### src/rtl/rx_replay_pkg.sv
// rx_replay_pkg
//   Shared definitions for the rx frame replay source.
//   - rx_replay_state_t : frame sequencer states
//   - GAP_CNT_W         : width of the idle-gap counter (GAP range 0..255)
package rx_replay_pkg;

  localparam int GAP_CNT_W = 8;

  typedef enum logic [2:0] {
    ST_IDLE    = 3'd0,
    ST_SOC     = 3'd1,
    ST_GAP     = 3'd2,
    ST_ERR     = 3'd3,
    ST_ERR_GAP = 3'd4,
    ST_DATA    = 3'd5,
    ST_EOC     = 3'd6
  } rx_replay_state_t;

endpackage

### src/rtl/rx_replay_buffer.sv
// rx_replay_buffer
//   Frame item store for the replay source: DEPTH x DATA_WIDTH storage with
//   write/read pointers, an item count and a full flag. Writes while full are
//   dropped. i_clr empties the buffer synchronously (same effect as i_rst).
// Ports:
//   i_clk, i_rst     clock, synchronous active-high reset
//   i_clr            synchronous clear of pointers and count
//   i_wr_en/i_wr_data push one item (ignored when full)
//   i_rd_adv         advance the read pointer by one item
//   o_rd_data        item at the read pointer (combinational read)
//   o_count, o_full  number of stored items, count == DEPTH
import rx_replay_pkg::*;

module rx_replay_buffer #(
  parameter int DATA_WIDTH = 8,
  parameter int DEPTH      = 32
) (
  input  logic                    i_clk,
  input  logic                    i_rst,
  input  logic                    i_clr,
  input  logic                    i_wr_en,
  input  logic [DATA_WIDTH-1:0]   i_wr_data,
  input  logic                    i_rd_adv,
  output logic [DATA_WIDTH-1:0]   o_rd_data,
  output logic [$clog2(DEPTH):0]  o_count,
  output logic                    o_full
);

  localparam int AW = $clog2(DEPTH);
  localparam logic [AW:0]   DEPTH_V = DEPTH[AW:0];
  localparam logic [AW-1:0] PTR_ONE = AW'(1);
  localparam logic [AW:0]   CNT_ONE = (AW+1)'(1);

  logic [DATA_WIDTH-1:0] r_mem [DEPTH];
  logic [AW-1:0]         r_wr_ptr;
  logic [AW-1:0]         r_rd_ptr;
  logic [AW:0]           r_count;
  logic                  w_push;

  assign o_full    = (r_count == DEPTH_V);
  assign w_push    = i_wr_en && !o_full;
  assign o_count   = r_count;
  assign o_rd_data = r_mem[r_rd_ptr];

  always_ff @(posedge i_clk) begin
    if (i_rst || i_clr) begin
      r_wr_ptr <= '0;
      r_rd_ptr <= '0;
      r_count  <= '0;
    end else begin
      if (w_push) begin
        r_wr_ptr <= r_wr_ptr + PTR_ONE;
        r_count  <= r_count + CNT_ONE;
      end
      if (i_rd_adv) begin
        r_rd_ptr <= r_rd_ptr + PTR_ONE;
      end
    end
  end

  // Storage carries no reset; emptiness is tracked by the pointers alone.
  always_ff @(posedge i_clk) begin
    if (w_push && !i_rst && !i_clr) begin
      r_mem[r_wr_ptr] <= i_wr_data;
    end
  end

endmodule

### src/rtl/rx_frame_replay_source.sv
// rx_frame_replay_source
//   Replays a buffered frame onto an rx_interface-style output:
//   SOC, then each item preceded by GAP idle cycles, then GAP idle cycles
//   and EOC. Optional partial last byte (BY_BYTE=1) rides on the EOC cycle.
//   Optional error injection is compiled in with RX_REPLAY_ERROR_INJECT_EN;
//   without it, error is tied 0 and error_en/error_index are ignored.
// Ports:
//   clk, rst                 clock, synchronous active-high reset
//   wr_en, wr_data, wr_full  buffer load (accepted only in IDLE, not full)
//   start                    begin a frame (sampled only in IDLE)
//   bits_in_last             valid bits of last item, 0 = full (latched at start)
//   error_en, error_index    error injection control (latched at start)
//   busy, done               frame in progress / one-cycle pulse with eoc
//   soc, eoc, data_valid, error, data, data_bits   interface outputs
//   dbg_state                current sequencer state
// Interface strobes: every strobe is a registered single-cycle pulse; data
// and data_bits are meaningful only while data_valid is high (0 otherwise).
// There is no back-pressure: the consumer must accept every data_valid cycle.
import rx_replay_pkg::*;

module rx_frame_replay_source #(
  parameter int DATA_WIDTH = 8,
  parameter int BY_BYTE    = 1,
  parameter int DEPTH      = 32,
  parameter int GAP        = 5
) (
  input  logic                    clk,
  input  logic                    rst,
  input  logic                    wr_en,
  input  logic [DATA_WIDTH-1:0]   wr_data,
  output logic                    wr_full,
  input  logic                    start,
  input  logic [2:0]              bits_in_last,
  input  logic                    error_en,
  input  logic [$clog2(DEPTH):0]  error_index,
  output logic                    busy,
  output logic                    done,
  output logic                    soc,
  output logic                    eoc,
  output logic                    data_valid,
  output logic                    error,
  output logic [DATA_WIDTH-1:0]   data,
  output logic [2:0]              data_bits,
  output logic [2:0]              dbg_state
);

  localparam int AW = $clog2(DEPTH);
  localparam logic [GAP_CNT_W-1:0] GAP_V   = GAP_CNT_W'(GAP);
  localparam logic [GAP_CNT_W-1:0] GAP_ONE = GAP_CNT_W'(1);
  localparam logic [AW:0]          IDX_ONE = (AW+1)'(1);
  localparam bit                   GAP_ZERO = (GAP == 0);

  rx_replay_state_t r_state;
  rx_replay_state_t w_next;
  rx_replay_state_t w_after_gap;

  logic [GAP_CNT_W-1:0]  r_gap_cnt;
  logic [AW:0]           r_idx;
  logic [AW:0]           r_n_full;
  logic                  r_has_partial;
  logic [2:0]            r_bits_last;

  logic                  r_busy;
  logic                  r_soc;
  logic                  r_eoc;
  logic                  r_done;
  logic                  r_dv;
  logic [DATA_WIDTH-1:0] r_data;
  logic [2:0]            r_data_bits;

  logic                  w_wr;
  logic                  w_rd_adv;
  logic                  w_clr;
  logic                  w_full;
  logic [AW:0]           w_count;
  logic [AW:0]           w_count_post;
  logic [AW:0]           w_n_full;
  logic                  w_partial_req;
  logic [DATA_WIDTH-1:0] w_rd_data;
  logic                  w_err_pending;
  logic                  w_eoc_partial;

  // Loads are only accepted between frames.
  assign w_wr     = wr_en && (r_state == ST_IDLE) && !w_full;
  assign w_rd_adv = (w_next == ST_DATA);
  assign w_clr    = (r_state == ST_EOC);

  rx_replay_buffer #(
    .DATA_WIDTH (DATA_WIDTH),
    .DEPTH      (DEPTH)
  ) u_buffer (
    .i_clk     (clk),
    .i_rst     (rst),
    .i_clr     (w_clr),
    .i_wr_en   (w_wr),
    .i_wr_data (wr_data),
    .i_rd_adv  (w_rd_adv),
    .o_rd_data (w_rd_data),
    .o_count   (w_count),
    .o_full    (w_full)
  );

  // Item split is computed on the post-write count so that a write in the
  // same cycle as start is part of the frame. The last buffered item is the
  // partial one, so it stays behind the read pointer until EOC.
  always_comb begin
    w_count_post  = w_count + ((w_wr) ? IDX_ONE : '0);
    w_partial_req = (BY_BYTE != 0) && (bits_in_last != 3'd0) && (w_count_post != '0);
    w_n_full      = w_partial_req ? (w_count_post - IDX_ONE) : w_count_post;
  end

`ifdef RX_REPLAY_ERROR_INJECT_EN
  logic        r_err_en;
  logic        r_err_sent;
  logic [AW:0] r_err_idx;
  logic        r_error;

  assign w_err_pending = r_err_en && !r_err_sent;
  assign error         = r_error;
`else
  logic w_unused_err;

  assign w_err_pending = 1'b0;
  assign w_unused_err  = ^{error_en, error_index};
  assign error         = 1'b0;
`endif

  // Exit taken at the end of any idle gap (or immediately when GAP == 0).
  always_comb begin
    w_after_gap = (r_idx < r_n_full) ? ST_DATA : ST_EOC;
`ifdef RX_REPLAY_ERROR_INJECT_EN
    if (w_err_pending && (r_err_idx == r_idx)) begin
      w_after_gap = ST_ERR;
    end
`endif
  end

  always_comb begin
    w_next = r_state;
    case (r_state)
      ST_IDLE:    if (start) w_next = ST_SOC;
      ST_SOC,
      ST_DATA:    w_next = GAP_ZERO ? w_after_gap : ST_GAP;
      ST_GAP:     if (r_gap_cnt == GAP_ONE) w_next = w_after_gap;
`ifdef RX_REPLAY_ERROR_INJECT_EN
      ST_ERR:     w_next = GAP_ZERO ? w_after_gap : ST_ERR_GAP;
      ST_ERR_GAP: if (r_gap_cnt == GAP_ONE) w_next = w_after_gap;
`endif
      ST_EOC:     w_next = ST_IDLE;
      default:    w_next = ST_IDLE;
    endcase
  end

  // Partial item is dropped from EOC when the pending error takes that slot.
  assign w_eoc_partial = r_has_partial && !w_err_pending;

  // All side effects happen on the edge entering a state, so the registered
  // outputs line up with the state they describe.
  always_ff @(posedge clk) begin
    if (rst) begin
      r_state       <= ST_IDLE;
      r_gap_cnt     <= '0;
      r_idx         <= '0;
      r_n_full      <= '0;
      r_has_partial <= 1'b0;
      r_bits_last   <= 3'd0;
      r_busy        <= 1'b0;
      r_soc         <= 1'b0;
      r_eoc         <= 1'b0;
      r_done        <= 1'b0;
      r_dv          <= 1'b0;
      r_data        <= '0;
      r_data_bits   <= 3'd0;
    end else begin
      r_state <= w_next;

      // Counter holds the idle cycles remaining, including the current one.
      if ((w_next == ST_GAP) || (w_next == ST_ERR_GAP)) begin
        r_gap_cnt <= (r_state == w_next) ? (r_gap_cnt - GAP_ONE) : GAP_V;
      end

      if ((r_state == ST_IDLE) && start) begin
        r_idx         <= '0;
        r_n_full      <= w_n_full;
        r_has_partial <= w_partial_req;
        r_bits_last   <= bits_in_last;
      end else if (w_next == ST_DATA) begin
        r_idx <= r_idx + IDX_ONE;
      end

      r_busy <= (w_next != ST_IDLE);
      r_soc  <= (w_next == ST_SOC);
      r_eoc  <= (w_next == ST_EOC);
      r_done <= (w_next == ST_EOC);

      if ((w_next == ST_DATA) || ((w_next == ST_EOC) && w_eoc_partial)) begin
        r_dv   <= 1'b1;
        r_data <= w_rd_data;
      end else begin
        r_dv   <= 1'b0;
        r_data <= '0;
      end
      r_data_bits <= ((w_next == ST_EOC) && w_eoc_partial) ? r_bits_last : 3'd0;
    end
  end

`ifdef RX_REPLAY_ERROR_INJECT_EN
  always_ff @(posedge clk) begin
    if (rst) begin
      r_err_en   <= 1'b0;
      r_err_sent <= 1'b0;
      r_err_idx  <= '0;
      r_error    <= 1'b0;
    end else begin
      if ((r_state == ST_IDLE) && start) begin
        r_err_en   <= error_en;
        r_err_idx  <= error_index;
        r_err_sent <= 1'b0;
      end else if (w_next == ST_ERR) begin
        r_err_sent <= 1'b1;
      end
      r_error <= (w_next == ST_ERR) || ((w_next == ST_EOC) && w_err_pending);
    end
  end
`endif

  assign wr_full    = w_full;
  assign busy       = r_busy;
  assign done       = r_done;
  assign soc        = r_soc;
  assign eoc        = r_eoc;
  assign data_valid = r_dv;
  assign data       = r_data;
  assign data_bits  = r_data_bits;
  assign dbg_state  = r_state;

endmodule
### config.mk
export PLATFORM = sky130hd
export DESIGN_NAME = rx_frame_replay_source
export DESIGN_NICKNAME = d
export VERILOG_FILES = /design/src/rtl/rx_replay_pkg.sv /design/src/rtl/rx_replay_buffer.sv /design/src/rtl/rx_frame_replay_source.sv
export SDC_FILE = /design/constraint.sdc
export NUM_CORES = 1
export LEC_CHECK = 0
export CORE_MARGIN = 2
export CORE_UTILIZATION = 57
export CTS_BUF_LIST = sky130_fd_sc_hd__clkbuf_2 sky130_fd_sc_hd__clkbuf_4 sky130_fd_sc_hd__clkbuf_8
export DETAILED_ROUTE_END_ITERATION = 16
export MAX_ROUTING_LAYER = met4
export PLACE_DENSITY_LB_ADDON = 0.12
export SYNTH_ARGS = -nofsm -noshare
export SYNTH_HDL_FRONTEND = slang
export SYNTH_SLANG_ARGS = --single-unit
### constraint.sdc
create_clock -name clk -period 2.9 [get_ports clk]
set_input_delay 0.29 -clock clk [delete_from_list [all_inputs] [get_ports clk]]
set_output_delay 0.29 -clock clk [all_outputs]
set_load 0.005 [all_outputs]
==> out/summary.txt <==
Largest net degree at the start of global routing - 68
Max VDD drop - 459 uV
Post-route DRC - 0
Slew Limit Fails - 0
Fin Setup TNS - 0 ns
Period Utilization, post-route - 94.1%
Post-Synthesis Cells - 740
Layout Nets - 903
CP max stage cell - or4_1
Vias in the first global route - 7,096
Crit Reg-Reg Endpoint - r_n_full[1]$_SDFFE_PP0P_
WP data required - 3.35 ns
FF-to-FF path depth - 13
CTS tree - yes
Syn Std Cell Area - 12,600 um2
Sequential fraction of design power - 54.4%
Share of layout cells above drive strength 1 - 26.4%
Post-DP HPWL - 16.7 mm
Power share of the combinational group - 6.2%
Final setup fails - 0
Total power - 9.14 mW
Setup CP Type - flop to flop
Crit end category - flop
First-pass GRT wire length - 40.4 mm
Leakage power - 4.90 nW
Crit path cell chain - nor3_2, buf_4, and2_1, nand2b_1, inv_2, ha_2, ha_1, inv_2, ha_1, and4_4, a21boi_1, or4_1, o311ai_0
Sequential share of the synthesized area - 70.2%
Status - finished clean
Num rows - 54
Cells after DPL - 1,092
Period minus WS final - 2.73 ns
Die extent in x - 153 um
Slew margin rel. - 46.8%
DRT Pass-1 Iters - 5
R2r setup slk - 0.17 ns
Post-Syn Area per Cell - 17.0 um2
Synth top area share - 61.0%
Clock Power Share - 39.4%
Worst Skew - 0.0156 ns
Max cap viols - 0
Most frequent cell after synthesis - edfxtp_1
Crit path from - dbg_state[2]$_SDFF_PP0_
Worst R2R Start - dbg_state[2]$_SDFF_PP0_
Worst Setup EP - r_n_full[1]$_SDFFE_PP0P_
# Post-CTS Setup Buffers - 0
H-tree levels - 2
Fmax - 367 MHz
CP delay by family, top - simple AND/OR/NAND/NOR gates
CP startpoint kind - flop
Num Clock Sinks - 314
I/O Buffers - 34
Root buffer cell - clkbuf_8
Post-DRT Antenna Nets - 0
CP arrival - 3.17 ns
Die Area - 23,300 um2
DR WL/cell - 21.9 um
Synth Register Bits - 314
Switching share of power - 21.5%
Fin. Hold Viols - 0
Worst-path maximum fanout - 5
Initial antenna violation count - 0
Routed vias - 6,940
Die Y - 153 um
Core Region - 21,800 um2
Routed wl met2 - 12.4 mm
Initial Util - 57.9%
Clk slew on worst S/H paths - 0.06 ns
P&R area growth vs syn - 16.8%
Netlist cell types - 51
Num ports - 43
Async S/R FF share, synth - 0%
WHS - 0.325 ns
Internal power - 7.18 mW
DR WL met3 - 1.66 mm
Bufs and invs on worst path - 3
Synth top area cells - edfxtp_1 (61%), mux4_2 (13%), dfxtp_1 (9.2%)
Worst-skew pair later-pin latency - 0.55 ns
CTS Buf Count - 48
CTS Buffer Depth - 3
Syn. warnings - 0
CP max stage delay - 0.41 ns
Top sig layer - met4
M1 wire length - 11.1 mm
Final non-filler cell total - 1,181
Synth area leader - edfxtp_1
Worst-margin pin slew - 0.798 ns
Initial DRC Count - 461
Post-synth EDFFs - 256
Power density cells - 622 nW/um2
Grt total ovfl - 0
Net count after synthesis - 781
Hold WC Path Type - input port to flop
NetSw - 1.97 mW
Overall routing resource usage - 23.4%
Top post-synthesis cells by count - edfxtp_1 (256), nor2_1 (80), mux4_2 (72)
Stages on the worst setup path - 13
Ys flop type - edfxtp_1
Total Routed Length - 25.8 mm
Via density - 5.88
RD Place Congestion - 0.905
-- cells in the final DEF, fill, tap and decap left out, drive strengths merged, types with 4 or more instances in the layout --
cell type / count
buf: 71
and2: 10
ha: 19
nand2: 31
mux2i: 14
clkdlybuf4s50: 34
mux4: 72
nor3: 7
o21ai: 9
nor2: 80
a21oi: 16
a211oi: 7
dfxtp: 58
xnor2: 12
or3: 8
clkbuf: 71
inv: 21
nand3: 8
xor2: 13
nand3b: 4
nand2b: 5
a2111oi: 15
edfxtp: 256
clkinv: 17
nor2b: 6
or4: 4
nand4: 8
-- layout make-up --
cell class	instances	area [um2]
clock buffers	71	871
multi-input cells	371	3540
flip-flops and latches	314	8850
clock inverters	17	96.3
fillers	1463	7040
inverters	22	82.6
diodes	1	2.50
repair buffers	105	911
well taps	280	350
-- worst register-to-register path: stages (launching register included) --
cell and delay (ns):
dfxtp_1 0.35, nor3_2 0.19, buf_4 0.15, and2_1 0.18
nand2b_1 0.12, inv_2 0.08, ha_2 0.20, ha_1 0.24
inv_2 0.09, ha_1 0.17, and4_4 0.24, a21boi_1 0.10
or4_1 0.41, o311ai_0 0.10
-- state kept, by name (all words and copies together), names as in the netlist, 3 cells and up --
| register | count |
|---|---|
| r_idx | 6 |
| dbg_state | 3 |
| u_buffer.r_wr_ptr | 5 |
| u_buffer.o_count | 6 |
| r_gap_cnt | 8 |
| r_n_full | 6 |
| data_bits | 3 |
| u_buffer.r_rd_ptr | 5 |
| u_buffer.r_mem | 256 |
| data | 8 |
| r_bits_last | 3 |
-- layer usage --
metal | up-vias | global-route usage [%]
met5 | - | -
met4 | 0 | 8.02
met3 | 48 | 4.49
met2 | 201 | 35.0
met1 | 3546 | 32.8
li1 | 3145 | -
-- power groups by stage --
| stage | clock network (mW) | logic, mW | registers, mW |
|---|---|---|---|
| detailed placement | 0 | 0.556 | 5.07 |
| global route | 3.88 | 0.629 | 4.98 |
| finish | 3.60 | 0.571 | 4.97 |
| CTS | 3.68 | 0.559 | 4.97 |
| floorplan | 0 | 0.320 | 5.06 |
| global placement | 0 | 0.529 | 5.06 |
-- kinds of logic (layout without fill, tap and decap cells) --
| group | after synthesis | after routing | share of synthesized area [%] |
|---|---|---|---|
| buffers and inverters | 55 | 215 | 1.79 |
| xor gates and xnor gates | 25 | 25 | 1.74 |
| AOI/OAI and AO/OA | 60 | 60 | 3.39 |
| muxes | 87 | 87 | 14.1 |
| other | 1 | 2 | 0.0298 |
| DFF | 314 | 314 | 70.2 |
| and+or+nand+nor | 179 | 179 | 6.84 |
| adders and majority gates | 19 | 19 | 1.89 |
-- through the flow --
stage	util, %	cell area, um2	setup slack [ns]
floorplan	-	12600	0.0303
global placement	63.1	13700	0.0802
detailed placement	63.1	13700	-0.0241
CTS	67.5	14700	0.0154
global route	67.6	14700	-0.00899
finish	67.6	14700	0.172
-- timing repair --
action / in CTS / in global routing
endpoints found under the setup margin: 0 / 7
resized for setup: 0 / 10
hold buffers: 0 / 0
endpoints found under the hold margin: 0 / 0
-- how the worst min path moves through the flow --
stage                                     start                              to  slack (ns)  cells after the start
floorplan                            wr_data[0]  u_buffer.r_mem[0][0]$_DFFE_PP_        0.39                      0
global placement    r_bits_last[2]$_SDFFE_PP0P_         data_bits[2]$_SDFF_PP0_        0.44                      1
detailed placement  r_bits_last[0]$_SDFFE_PP0P_         data_bits[0]$_SDFF_PP0_        0.46                      1
CTS                             bits_in_last[1]     r_bits_last[1]$_SDFFE_PP0P_        0.29                      3
global route                    bits_in_last[1]     r_bits_last[1]$_SDFFE_PP0P_        0.31                      3
finish                          bits_in_last[1]     r_bits_last[1]$_SDFFE_PP0P_        0.33                      3
(Power assumes the default switching activity.)
